<file path="config.mk">
export PLATFORM = sky130hd
export DESIGN_NAME = lsu_access_sequencer
export DESIGN_NICKNAME = d
export VERILOG_FILES = /design/src/rtl/lsu_pkg.sv /design/src/rtl/load_merge_extend.sv /design/src/rtl/lsu_access_sequencer.sv
export SDC_FILE = /design/constraint.sdc
export NUM_CORES = 1
export LEC_CHECK = 0
export ABC_AREA = 0
export CORE_UTILIZATION = 45
export CTS_CLUSTER_DIAMETER = 100
export DETAILED_ROUTE_END_ITERATION = 8
export MAX_ROUTING_LAYER = met4
export PLACE_DENSITY = 0.79
export SYNTH_ARGS = -nofsm -noshare
export SYNTH_HDL_FRONTEND = slang
export SYNTH_HIERARCHICAL = 1
export SYNTH_SLANG_ARGS = --single-unit
</file>
<file path="constraint.sdc">
create_clock -name clk -period 3 [get_ports clk]
set_input_delay 0.3 -clock clk [delete_from_list [all_inputs] [get_ports clk]]
set_output_delay 0.3 -clock clk [all_outputs]
set_load 0.02 [all_outputs]
</file>
<file path="src/rtl/lsu_pkg.sv">
// Shared definitions for the load/store access sequencer: size codes,
// sequencer states and the size-to-byte-count helper.
package lsu_pkg;

  localparam logic [1:0] SZ_B = 2'b00;
  localparam logic [1:0] SZ_H = 2'b01;
  localparam logic [1:0] SZ_W = 2'b10;

  typedef enum logic [1:0] {
    ST_IDLE  = 2'd0,
    ST_BEAT0 = 2'd1,
    ST_BEAT1 = 2'd2,
    ST_RESP  = 2'd3
  } lsu_state_t;

  // Number of bytes moved by an access of the given size code.
  function automatic logic [2:0] size_bytes(input logic [1:0] size);
    case (size)
      SZ_B:    return 3'd1;
      SZ_H:    return 3'd2;
      default: return 3'd4;
    endcase
  endfunction

endpackage

</file>
<file path="src/rtl/load_merge_extend.sv">
// Combines the one or two memory words of a load, aligns the addressed
// bytes to bit 0 and sign- or zero-extends them to 32 bits.
module load_merge_extend
  import lsu_pkg::*;
(
  input  logic [31:0] i_lo_word,
  input  logic [31:0] i_hi_word,
  input  logic [1:0]  i_offset,
  input  logic [1:0]  i_size,
  input  logic        i_unsigned,
  output logic [31:0] o_result
);

  logic [5:0]  w_lo_shamt;
  logic [5:0]  w_hi_shamt;
  logic [31:0] w_aligned;

  // Low 32 bits of {hi,lo} >> 8*offset; a shift by 32 yields 0 for offset 0.
  always_comb begin
    w_lo_shamt = {1'b0, i_offset, 3'b000};
    w_hi_shamt = 6'd32 - w_lo_shamt;
    w_aligned  = (i_lo_word >> w_lo_shamt) | (i_hi_word << w_hi_shamt);
  end

  // Keep the low n bytes and extend from the top kept bit unless unsigned.
  always_comb begin
    o_result = w_aligned;
    case (i_size)
      SZ_B:    o_result = {{24{~i_unsigned & w_aligned[7]}}, w_aligned[7:0]};
      SZ_H:    o_result = {{16{~i_unsigned & w_aligned[15]}}, w_aligned[15:0]};
      default: o_result = w_aligned;
    endcase
  end

endmodule

</file>
<file path="src/rtl/lsu_access_sequencer.sv">
// Load/store access sequencer: turns one byte/half/word request into one or
// two aligned word transactions and returns a single extended response.
module lsu_access_sequencer
  import lsu_pkg::*;
(
  input  logic        clk,
  input  logic        rst_n,
  input  logic        req_valid,
  output logic        req_ready,
  input  logic        req_we,
  input  logic [1:0]  req_size,
  input  logic        req_unsigned,
  input  logic [31:0] req_addr,
  input  logic [31:0] req_wdata,
  output logic        rsp_valid,
  output logic [31:0] rsp_rdata,
  output logic        rsp_err,
  output logic        mem_req,
  output logic        mem_we,
  output logic [31:0] mem_addr,
  output logic [3:0]  mem_be,
  output logic [31:0] mem_wdata,
  input  logic        mem_ack,
  input  logic [31:0] mem_rdata
);

  lsu_state_t  r_state;
  lsu_state_t  w_next;
  logic        r_we;
  logic [1:0]  r_size;
  logic        r_unsigned;
  logic [31:0] r_addr;
  logic [31:0] r_wdata;
  logic [31:0] r_beat0;
  logic [31:0] r_rdata;

  logic [2:0]  w_nbytes;
  logic        w_split;
  logic        w_illegal;
  logic [7:0]  w_mask8;
  logic [63:0] w_data64;
  logic [31:0] w_base;
  logic [31:0] w_lo_word;
  logic [31:0] w_hi_word;
  logic [31:0] w_load_result;

  // Access geometry and store lane formation from the captured request.
  always_comb begin
    w_nbytes  = size_bytes(r_size);
    w_split   = ({2'b00, r_addr[1:0]} + {1'b0, w_nbytes}) > 4'd4;
    w_illegal = (r_size == 2'b11);
    w_mask8   = ((8'd1 << w_nbytes) - 8'd1) << r_addr[1:0];
    w_data64  = {32'h0, r_wdata} << {r_addr[1:0], 3'b000};
    w_base    = {r_addr[31:2], 2'b00};
  end

  // The first word comes straight from memory on an unsplit load and from
  // the saved beat on a split one; the second word only exists when split.
  always_comb begin
    w_lo_word = (r_state == ST_BEAT1) ? r_beat0 : mem_rdata;
    w_hi_word = (r_state == ST_BEAT1) ? mem_rdata : 32'h0;
  end

  load_merge_extend u_merge (
    .i_lo_word  (w_lo_word),
    .i_hi_word  (w_hi_word),
    .i_offset   (r_addr[1:0]),
    .i_size     (r_size),
    .i_unsigned (r_unsigned),
    .o_result   (w_load_result)
  );

  // Next-state and Moore outputs; memory outputs depend only on registers so
  // they stay stable for the whole of a wait-stated beat.
  always_comb begin
    w_next    = r_state;
    req_ready = 1'b0;
    rsp_valid = 1'b0;
    rsp_err   = 1'b0;
    mem_req   = 1'b0;
    mem_we    = 1'b0;
    mem_addr  = 32'h0;
    mem_be    = 4'h0;
    mem_wdata = 32'h0;
    case (r_state)
      ST_IDLE: begin
        req_ready = 1'b1;
        if (req_valid) w_next = (req_size == 2'b11) ? ST_RESP : ST_BEAT0;
      end
      ST_BEAT0: begin
        mem_req   = 1'b1;
        mem_we    = r_we;
        mem_addr  = w_base;
        mem_be    = r_we ? w_mask8[3:0] : 4'hF;
        mem_wdata = r_we ? w_data64[31:0] : 32'h0;
        if (mem_ack) w_next = w_split ? ST_BEAT1 : ST_RESP;
      end
      ST_BEAT1: begin
        mem_req   = 1'b1;
        mem_we    = r_we;
        mem_addr  = w_base + 32'd4;
        mem_be    = r_we ? w_mask8[7:4] : 4'hF;
        mem_wdata = r_we ? w_data64[63:32] : 32'h0;
        if (mem_ack) w_next = ST_RESP;
      end
      ST_RESP: begin
        rsp_valid = 1'b1;
        rsp_err   = w_illegal;
        w_next    = ST_IDLE;
      end
      default: w_next = ST_IDLE;
    endcase
  end

  // State register.
  always_ff @(posedge clk or negedge rst_n) begin
    if (!rst_n) r_state <= ST_IDLE;
    else        r_state <= w_next;
  end

  // Capture the request fields on accept.
  always_ff @(posedge clk or negedge rst_n) begin
    if (!rst_n) begin
      r_we       <= 1'b0;
      r_size     <= 2'b00;
      r_unsigned <= 1'b0;
      r_addr     <= 32'h0;
      r_wdata    <= 32'h0;
    end else if (req_valid && r_state == ST_IDLE) begin
      r_we       <= req_we;
      r_size     <= req_size;
      r_unsigned <= req_unsigned;
      r_addr     <= req_addr;
      r_wdata    <= req_wdata;
    end
  end

  // Save the first word so a split load can merge it with the second.
  always_ff @(posedge clk or negedge rst_n) begin
    if (!rst_n)                                r_beat0 <= 32'h0;
    else if (r_state == ST_BEAT0 && mem_ack)   r_beat0 <= mem_rdata;
  end

  // Register the response data on entry to RESP; stores and errors return 0.
  always_ff @(posedge clk or negedge rst_n) begin
    if (!rst_n) begin
      r_rdata <= 32'h0;
    end else if (w_next == ST_RESP && r_state != ST_RESP) begin
      if (r_state == ST_IDLE || r_we) r_rdata <= 32'h0;
      else                            r_rdata <= w_load_result;
    end
  end

  assign rsp_rdata = r_rdata;

endmodule

</file>
==> flow_summary.toml, run 1 <==
[run_status]
status = "completed"

[worst_setup_path]
required_ns = 2.70
worst_path_largest_cell_delay_ns = 0.62
worst_setup_path_start_kind = "flop"
critPathKind = "flop to primary output"
crit_chain = "inv_1 -> ha_1 -> buf_4 -> nand2_1 -> o21ai_0 -> nand2b_1 -> a21oi_1 -> clkdlybuf4s50_1"
setup.worst_path.start = "r_state[1]"
ff2ff_path_depth = 9
cp.depth = 8
setup.worst_path.end_class = "primary output"
rr_endpoint = "rsp_rdata[27]"
critPathMaxFanout = 10
rrSetupSlack_ns = 0.21
critPathTopFamily = "buffers and inverters"
cpMaxStageDelayCell = "clkdlybuf4s50_1"
crit_buf_inv = 3
cp.arrival_ns = 2.57
cp-endpoint = "mem_wdata[3]"
r2r-start = "r_state[0]"

[clock_network]
clock_latency_ns = 0.42
cts_buffer_depth = 2
cts_root_buf = "clkbuf_16"
cts_tree = "built"
cts.htree.levels = 4
cts_made_buffers = 17
clk_pin_slew_ns = 0.06
clock_sinks = 134

[timing]
skew_ns = 0.008218
slew_headroom = 0.4034
hold_ws_ns = 0.4026
min_period_ns = 2.868
final-setup-viol-count = 0
slew_violations = 0
final-hold-violation-count = 0
fmax_ghz = 0.3487
worst_pin_slew_ns = 0.8949
period_share = 0.9558

[yosys]
synth_cell_types = 64
async_flop_share = 1.000
syn_inst = 972
ys_warn_count = 6
ys_seq_area_frac = 0.3570
syn-mean-instance-area_um2 = 9.662
ys_seq_elements = 134
syn_area_um2 = 9392
synth_edf_count = 0
synth-main-ff-cell = "dfrtp_1"

[floorplanning]
coreArea_um2 = 20360
rows = 52
die-height_um = 146.5
start_util = 0.4612
ios = 209
dieArea_um2 = 21450
fp.dieW_um = 146.5

[layout]
nNetsFinal = 1282
finalNonFillerCells = 1454
final_common_cell = "mux2_2"
drive_gt1_frac = 0.2521
final_cell_mix = "mux2_2 (178), clkdlybuf4s50_1 (160), dfrtp_1 (128)"
area_delta_synth_final_pct = 33.01
final_area_um2 = 12490
postLayoutCoreUtil = 0.6134

[route]
drt-total-wl_mm = 26.15
drc_errors = 0
drtIter0Drc = 603
drtAntennaViolNets = 0
via_per_inst = 5.672
firstDrtPassIters = 5
avgRoutedWirePerCell_um = 17.99
vias = 8247

[power]
p_sw_frac = 0.4486
leakagePower_uw = 0.005509
power.total_uw = 14670
clockPowerShare = 0.130
internal-power_uw = 8092
p_per_area_nw_per_um2 = 1175
ir_drop_mv = 0.6009
seq_power_share = 0.240
p_sw_uw = 6583
p_comb_frac = 0.630

[global_route]
met1_usage = 0.3382
use_met3 = 0.05344
grt_pass1_wl_mm = 42.12
grt_pass1_vias = 7952
grt_busiest_layer = "met2"
global_route.overflow_total = 0
antenna_found_initial = 2
groute.usage.overall = 0.2541
met2_usage = 0.3779
grt_max_degree = 69

[placement]
port_buffers = 206
routabilityCongestion = 0.8717
post-dp-hpwl_mm = 18.93
placedCellCount = 1415
placedInstanceArea_um2 = 11800

[worst_hold_path]
hold_path.class = "primary input to async pin"

[flow_run]
cap_violations = 0
==> per-layer routing <==
| layer | vias up | part of all wire |
|---|---|---|
| li1 | 3885 | - |
| met5 | - | 0 |
| met3 | 50 | 0.065 |
| met1 | 3995 | 0.45 |
| met4 | 0 | 0.029 |
| met2 | 317 | 0.45 |
==> registers in the layout, summed over array words and instances (netlist names) <==
signal and count:
r_addr 32, r_beat0 32, r_size 2, r_state 2, r_unsigned 1, r_wdata 32, r_we 1, rsp_rdata 32
==> metrics by stage <==
stage / setup WS (ns) / TNS [ns]
global route: -0.002603 / -0.002603
CTS: 0.002264 / 0
floorplan: 0.009102 / 0
finish: 0.1325 / 0
detailed placement: 0.1717 / 0
global placement: 0.2465 / 0
==> cell usage after synthesis, drive strengths merged, types with 2 or more instances <==
library cell	number	area (µm²)
mux2	178	2004
dfrtp	134	3353
nand2	89	334.1
nor2	76	285.3
mux2i	65	650.6
inv	45	168.9
and2	42	262.8
buf	38	208.9
clkbuf	35	133.9
o21ai	35	175.2
a22oi	29	217.7
nand3	22	110.1
a21oi	20	100.1
nand2b	11	68.82
nand4	11	68.82
o21a	11	82.58
a41oi	10	87.58
o221a	10	112.6
a31oi	9	56.30
ha	9	112.6
nor2b	9	63.81
a221o	7	70.07
o22ai	7	43.79
a211oi	6	45.04
nor3	6	35.03
xor2	6	52.55
o211ai	4	43.79
o22a	4	35.03
xnor2	4	35.03
a22o	3	26.28
nor3b	3	22.52
nor4	3	31.28
or3	3	18.77
and3	2	12.51
and3b	2	17.52
nor4b	2	38.78
o31ai	2	15.01
o32ai	2	25.03
or2	2	12.51
or4	2	15.01
==> cell type report <==
class / instances / area, µm²
antenna: 2 / 5.005
clock buffer: 19 / 432.9
clock inverter: 13 / 102.6
fill: 1648 / 7873
inverter: 46 / 172.7
multi-input combinational: 720 / 5595
sequential: 134 / 3363
tap: 270 / 337.8
timing repair buffer: 250 / 2482
==> logic make-up (layout without fill, tap and decap cells) <==
group | after synthesis | after routing | share of synthesized area
simple gates | 286 | 286 | 0.1497
xor+xnor | 10 | 10 | 0.009325
flops | 134 | 134 | 0.3570
mux | 244 | 244 | 0.2851
buf+inv | 119 | 328 | 0.05489
fa+ha+maj | 9 | 9 | 0.01199
compound gates | 169 | 169 | 0.1315
other cells | 1 | 4 | 0.0003993
==> worst min path at each step <==
stage / to / from / slack (ns)
floorplan: r_addr[0] / rst_n / 0.004
global placement: r_addr[17] / rst_n / 0.32
detailed placement: r_addr[18] / rst_n / 0.32
CTS: r_addr[18] / rst_n / 0.43
global route: r_addr[13] / rst_n / 0.47
finish: r_addr[18] / rst_n / 0.40
==> what timing repair did <==
| action | 4_1_cts | 5_1_grt |
|---|---|---|
| hold buffers | 1 | 0 |
| gates resized for setup | 33 | 35 |
| buffers inserted | 2 | 2 |
| pin swaps | 2 | 1 |
| hold endpoints to repair | 61 | 0 |
| setup endpoints to repair | 52 | 44 |
==> power by group through the flow <==
stage,combinational [µW],sequential [µW],clock [µW]
after global placement,8990,3480,0
after global routing,9950,3650,2030
final,9250,3520,1910
after detailed placement,9130,3530,0
after floorplan,6320,3390,0
after CTS,9140,3520,1950
(Power assumes the default switching activity.)
==> run 2: changes to the inputs <==
- CORE_UTILIZATION: 45 -> 47
- HOLD_SLACK_MARGIN: not set -> 0.02
- PLACE_DENSITY: 0.79 -> 0.82
==> flow_summary.toml, run 2 (synthesized netlist as in run 1, its figures left out) <==
[placement]
placedInstanceArea_um2 = 11800
port_buffers = 206
routabilityCongestion = 0.9032
post-dp-hpwl_mm = 19.54
place_ws_ns = 0.1165

[worst_setup_path]
rrSetupSlack_ns = 0.19
ff2ff_path_depth = 9
cp.depth = 8
crit_buf_inv = 5
rr_endpoint = "rsp_rdata[29]"
crit_chain = "inv_1 -> ha_1 -> buf_4 -> nand2_1 -> inv_1 -> buf_4 -> o21a_1 -> clkdlybuf4s50_1"
critPathMaxFanout = 10
cp-endpoint = "mem_wdata[12]"
worst_setup_path_start_kind = "flop"
setup.worst_path.start = "r_state[0]"
setup.worst_path.end_class = "primary output"
cp.arrival_ns = 2.60
critPathTopFamily = "buffers and inverters"
cpMaxStageDelayCell = "clkdlybuf4s50_1"
r2r-start = "r_state[0]"
worst_path_largest_cell_delay_ns = 0.60
critPathKind = "flop to primary output"
required_ns = 2.70

[power]
leakagePower_uw = 0.005513
p_comb_frac = 0.615
internal-power_uw = 8350
p_sw_uw = 6714
p_per_area_nw_per_um2 = 1200
seq_power_share = 0.237
ir_drop_mv = 0.5560
clockPowerShare = 0.148
p_sw_frac = 0.4457

[run_status]
status = "completed"

[timing]
final-setup-viol-count = 0
final-hold-violation-count = 0
fmax_ghz = 0.3448
min_period_ns = 2.900
skew_ns = 0.009631
slew_violations = 0
worst_pin_slew_ns = 0.9054
slew_headroom = 0.3964
period_share = 0.9667
fin_ws_ns = 0.1000

[route]
drt-total-wl_mm = 27.06
avgRoutedWirePerCell_um = 18.65
firstDrtPassIters = 5
drc_errors = 0
vias = 8322
drtAntennaViolNets = 0
drtIter0Drc = 551
via_per_inst = 5.735

[floorplanning]
coreArea_um2 = 19530
ios = 209
die-height_um = 143.4
rows = 51
dieArea_um2 = 20550
start_util = 0.4810
fp.dieW_um = 143.4

[clock_network]
cts_root_buf = "clkbuf_16"
cts_buffer_depth = 2
clock_sinks = 134
cts.htree.levels = 4
clock_latency_ns = 0.44
cts_tree = "built"
cts_made_buffers = 17
clk_pin_slew_ns = 0.06

[layout]
final_common_cell = "mux2_2"
fillers = 1566
final_area_um2 = 12560
area_delta_synth_final_pct = 33.69
drive_gt1_frac = 0.2610
final_cell_mix = "mux2_2 (178), clkdlybuf4s50_1 (158), dfrtp_1 (127)"
nNetsFinal = 1284

[flow_run]
cap_violations = 0

[global_route]
antenna_found_initial = 0
grt_pass1_vias = 7959
grt_pass1_wl_mm = 42.23
grt_max_degree = 70
groute.usage.overall = 0.2721
global_route.overflow_total = 0

[worst_hold_path]
hold_path.class = "primary input to async pin"
run 2: cell count changes in the layout (fill, tap and decap cells not counted), sizes merged:
cell,previous run,this run
clkdlybuf4s50,160,158
dlygate4sd2,17,24
clkdlybuf4s15,1,0
buf,43,46
inv,48,51
dlymetal6s2s,26,21
bufinv,0,3
clkbuf,21,19
clkinvlp,5,1
run 2: cell type report:
class,count,area (µm²),share of cell area
multi-input cells,720,5613,0.4470
flip-flops and latches,134,3364,0.2680
repair buffers,252,2449,0.1950
clock buffers,17,425.4,0.03388
well taps,265,331.6,0.02641
clock inverters,15,195.2,0.01555
inverters,46,172.7,0.01375
diodes,2,5.005,0.0003986
run 2: how the worst min path moves through the flow:
stage            endpoint  slack [ns]  depth (start not counted)
2_1_floorplan   r_addr[0]       0.004                          0
3_3_place_gp   r_addr[17]        0.35                          1
3_5_place_dp   r_addr[17]        0.36                          1
4_1_cts        r_addr[17]        0.47                          2
5_1_grt        r_addr[18]        0.48                          2
6_report       r_addr[17]        0.42                          2
run 2: what timing repair did:
action | 4_1_cts | 5_1_grt
buffers inserted | 2 | 1
hold endpoints to repair | 66 | 0
hold buffers | 1 | 0
endpoints found under the setup margin | 52 | 37
gates resized for setup | 40 | 39
pin swaps | 3 | 4
run 2: metrics by stage:
step                hold WS (ns)  setup TNS, ns  total power [µW]  cells    util
detailed placement        0.3571              0             12710   1413  0.6043
global placement          0.3491              0             12450   1413  0.6043
finish                    0.4213              0             15060   1451  0.6430
floorplan               0.004409              0              9715    973       -
CTS                       0.4663       -0.07007             14950   1448  0.6385
global route              0.4754      -0.007478             15970   1449  0.6428
run 2: layer usage:
layer  up-vias  GRT usage  wire length [µm]
met2       332     0.4074             12430
met1      4044     0.3646             12150
met4         0    0.09854               760
li1       3888          -                 -
met3        58    0.05465              1717
met5         -          -                 0
run 2: power groups by stage:
stage | Sequential (µW) | Combinational, µW | Clock (µW)
global route | 3680 | 9950 | 2340
floorplan | 3390 | 6320 | 0
global placement | 3470 | 8980 | 0
CTS | 3530 | 9160 | 2260
finish | 3570 | 9260 | 2240
detailed placement | 3540 | 9170 | 0
==> run 3: changes to the inputs <==
- RECOVER_POWER: not set -> 25
==> flow_summary.toml, run 3 (synthesized netlist as in run 1, its figures left out) <==
[run_status]
status = "finished with violations"
violations = "max-capacitance violations, max-slew violations"

[layout]
final_cell_mix = "mux2_2 (178), clkdlybuf4s50_1 (158), dfrtp_1 (127)"
drive_gt1_frac = 0.2610
postLayoutCoreUtil = 0.6424
fillers = 1570
final_common_cell = "mux2_2"
finalNonFillerCells = 1451
area_delta_synth_final_pct = 33.57
nNetsFinal = 1284

[floorplanning]
die-height_um = 143.4
ios = 209
fp.dieW_um = 143.4
dieArea_um2 = 20550
coreArea_um2 = 19530
rows = 51
start_util = 0.4810

[clock_network]
cts_buffer_depth = 2
cts.htree.levels = 4
clk_pin_slew_ns = 0.07
cts_root_buf = "clkbuf_16"
cts_made_buffers = 17
clock_sinks = 134
cts_tree = "built"
clock_latency_ns = 0.44

[timing]
final-hold-violation-count = 0
finalSetupTns_ns = 0
skew_ns = 0.009535
slew_headroom = -0.2010
final-setup-viol-count = 0
worst_pin_slew_ns = 1.801
slew_violations = 70
fmax_ghz = 0.3449
period_share = 0.9666
min_period_ns = 2.900

[worst_hold_path]
hold_start = "req_wdata[20]"
hold_path.class = "primary input to flop"
whs_endpoint = "r_wdata[20]"
whs_path_depth = 2

[route]
drtAntennaViolNets = 0
via_per_inst = 5.751
drc_errors = 0
firstDrtPassIters = 7
drt-total-wl_mm = 27.03
avgRoutedWirePerCell_um = 18.63
vias = 8344
drtIter0Drc = 544

[power]
leakagePower_uw = 0.005510
p_per_area_nw_per_um2 = 1201
internal-power_uw = 8348
clockPowerShare = 0.149
seq_power_share = 0.237
ir_drop_mv = 0.5557
p_comb_frac = 0.615
p_sw_frac = 0.4458
p_sw_uw = 6715

[placement]
routabilityCongestion = 0.9032
port_buffers = 206
post-dp-hpwl_mm = 19.54
placedCellCount = 1413

[worst_setup_path]
rrSetupSlack_ns = 0.19
required_ns = 2.70
worst_setup_path_start_kind = "flop"
critPathMaxFanout = 20
cp.arrival_ns = 2.60
ff2ff_path_depth = 9
setup.worst_path.end_class = "primary output"
r2r-start = "r_state[0]"
critPathKind = "flop to primary output"
rr_endpoint = "rsp_rdata[29]"

[global_route]
global_route.overflow_total = 0
groute.usage.overall = 0.2721
antenna_found_initial = 0
grt_max_degree = 70
grt_pass1_vias = 7959
grt_pass1_wl_mm = 42.23

[flow_run]
cap_violations = 1
-- run 3: cell count changes in the layout (fill, tap and decap cells not counted), sizes merged --
cell	previous run	this run
buf	46	43
clkbuf	19	22
-- run 3: how the worst max path moves through the flow --
stage	slack, ns	cells past startpoint	endpoint	start
global route	-0.004	9	mem_be[2]	r_size[0]
global placement	0.27	7	mem_addr[27]	r_state[0]
floorplan	0.009	12	rsp_rdata[31]	r_state[0]
detailed placement	0.12	9	rsp_rdata[29]	r_state[0]
CTS	-0.07	8	mem_addr[30]	r_state[1]
finish	0.10	5	mem_wdata[12]	r_addr[0]
-- run 3: stage by stage --
stage	area [µm²]	worst slack, ns	total power, µW	hold slack (ns)
floorplan	9397	0.009102	9715	0.004409
global placement	11800	0.2716	12450	0.3491
detailed placement	11800	0.1165	12710	0.3571
CTS	12470	-0.07007	14950	0.4663
global route	12540	-0.004089	15970	0.4754
finish	12540	0.1002	15060	0.4718
-- run 3: critical path: stages, from the launching register on --
cell and delay, ns:
dfrtp_4 0.60, buf_4 0.32, mux2_2 0.37, and2_1 0.16, o21a_1 0.18, clkdlybuf4s50_1 0.53
-- run 3: power groups by stage --
stage                     Combinational (µW)  Sequential, µW  Clock [µW]
after floorplan                         6320            3390           0
after global placement                  8980            3470           0
after detailed placement                9170            3540           0
after CTS                               9160            3530        2260
after global routing                    9940            3680        2340
final                                   9260            3570        2240
-- run 3: cell type report --
type | count | area [µm²] | share of cell area
antenna | 2 | 5.005 | 0.0003990
clock inverter | 15 | 195.2 | 0.01556
inverter | 46 | 172.7 | 0.01376
sequential | 134 | 3364 | 0.2682
multi-input combinational | 720 | 5613 | 0.4474
clock buffer | 17 | 425.4 | 0.03391
timing repair buffer | 252 | 2437 | 0.1943
tap | 265 | 331.6 | 0.02643
-- run 3: what timing repair did --
action                     CTS  global route
setup buffers                2             1
setup endpoints to repair   52            37
pin swaps                    3             4
hold buffers                 1             0
gates resized for setup     40            39
hold endpoints to repair    66             0
-- run 3: routing by layer --
metal / track usage / routed length (µm)
met3: 0.05465 / 1768
met1: 0.3646 / 12070
met2: 0.4074 / 12430
met4: 0.09854 / 754
met5: - / 0
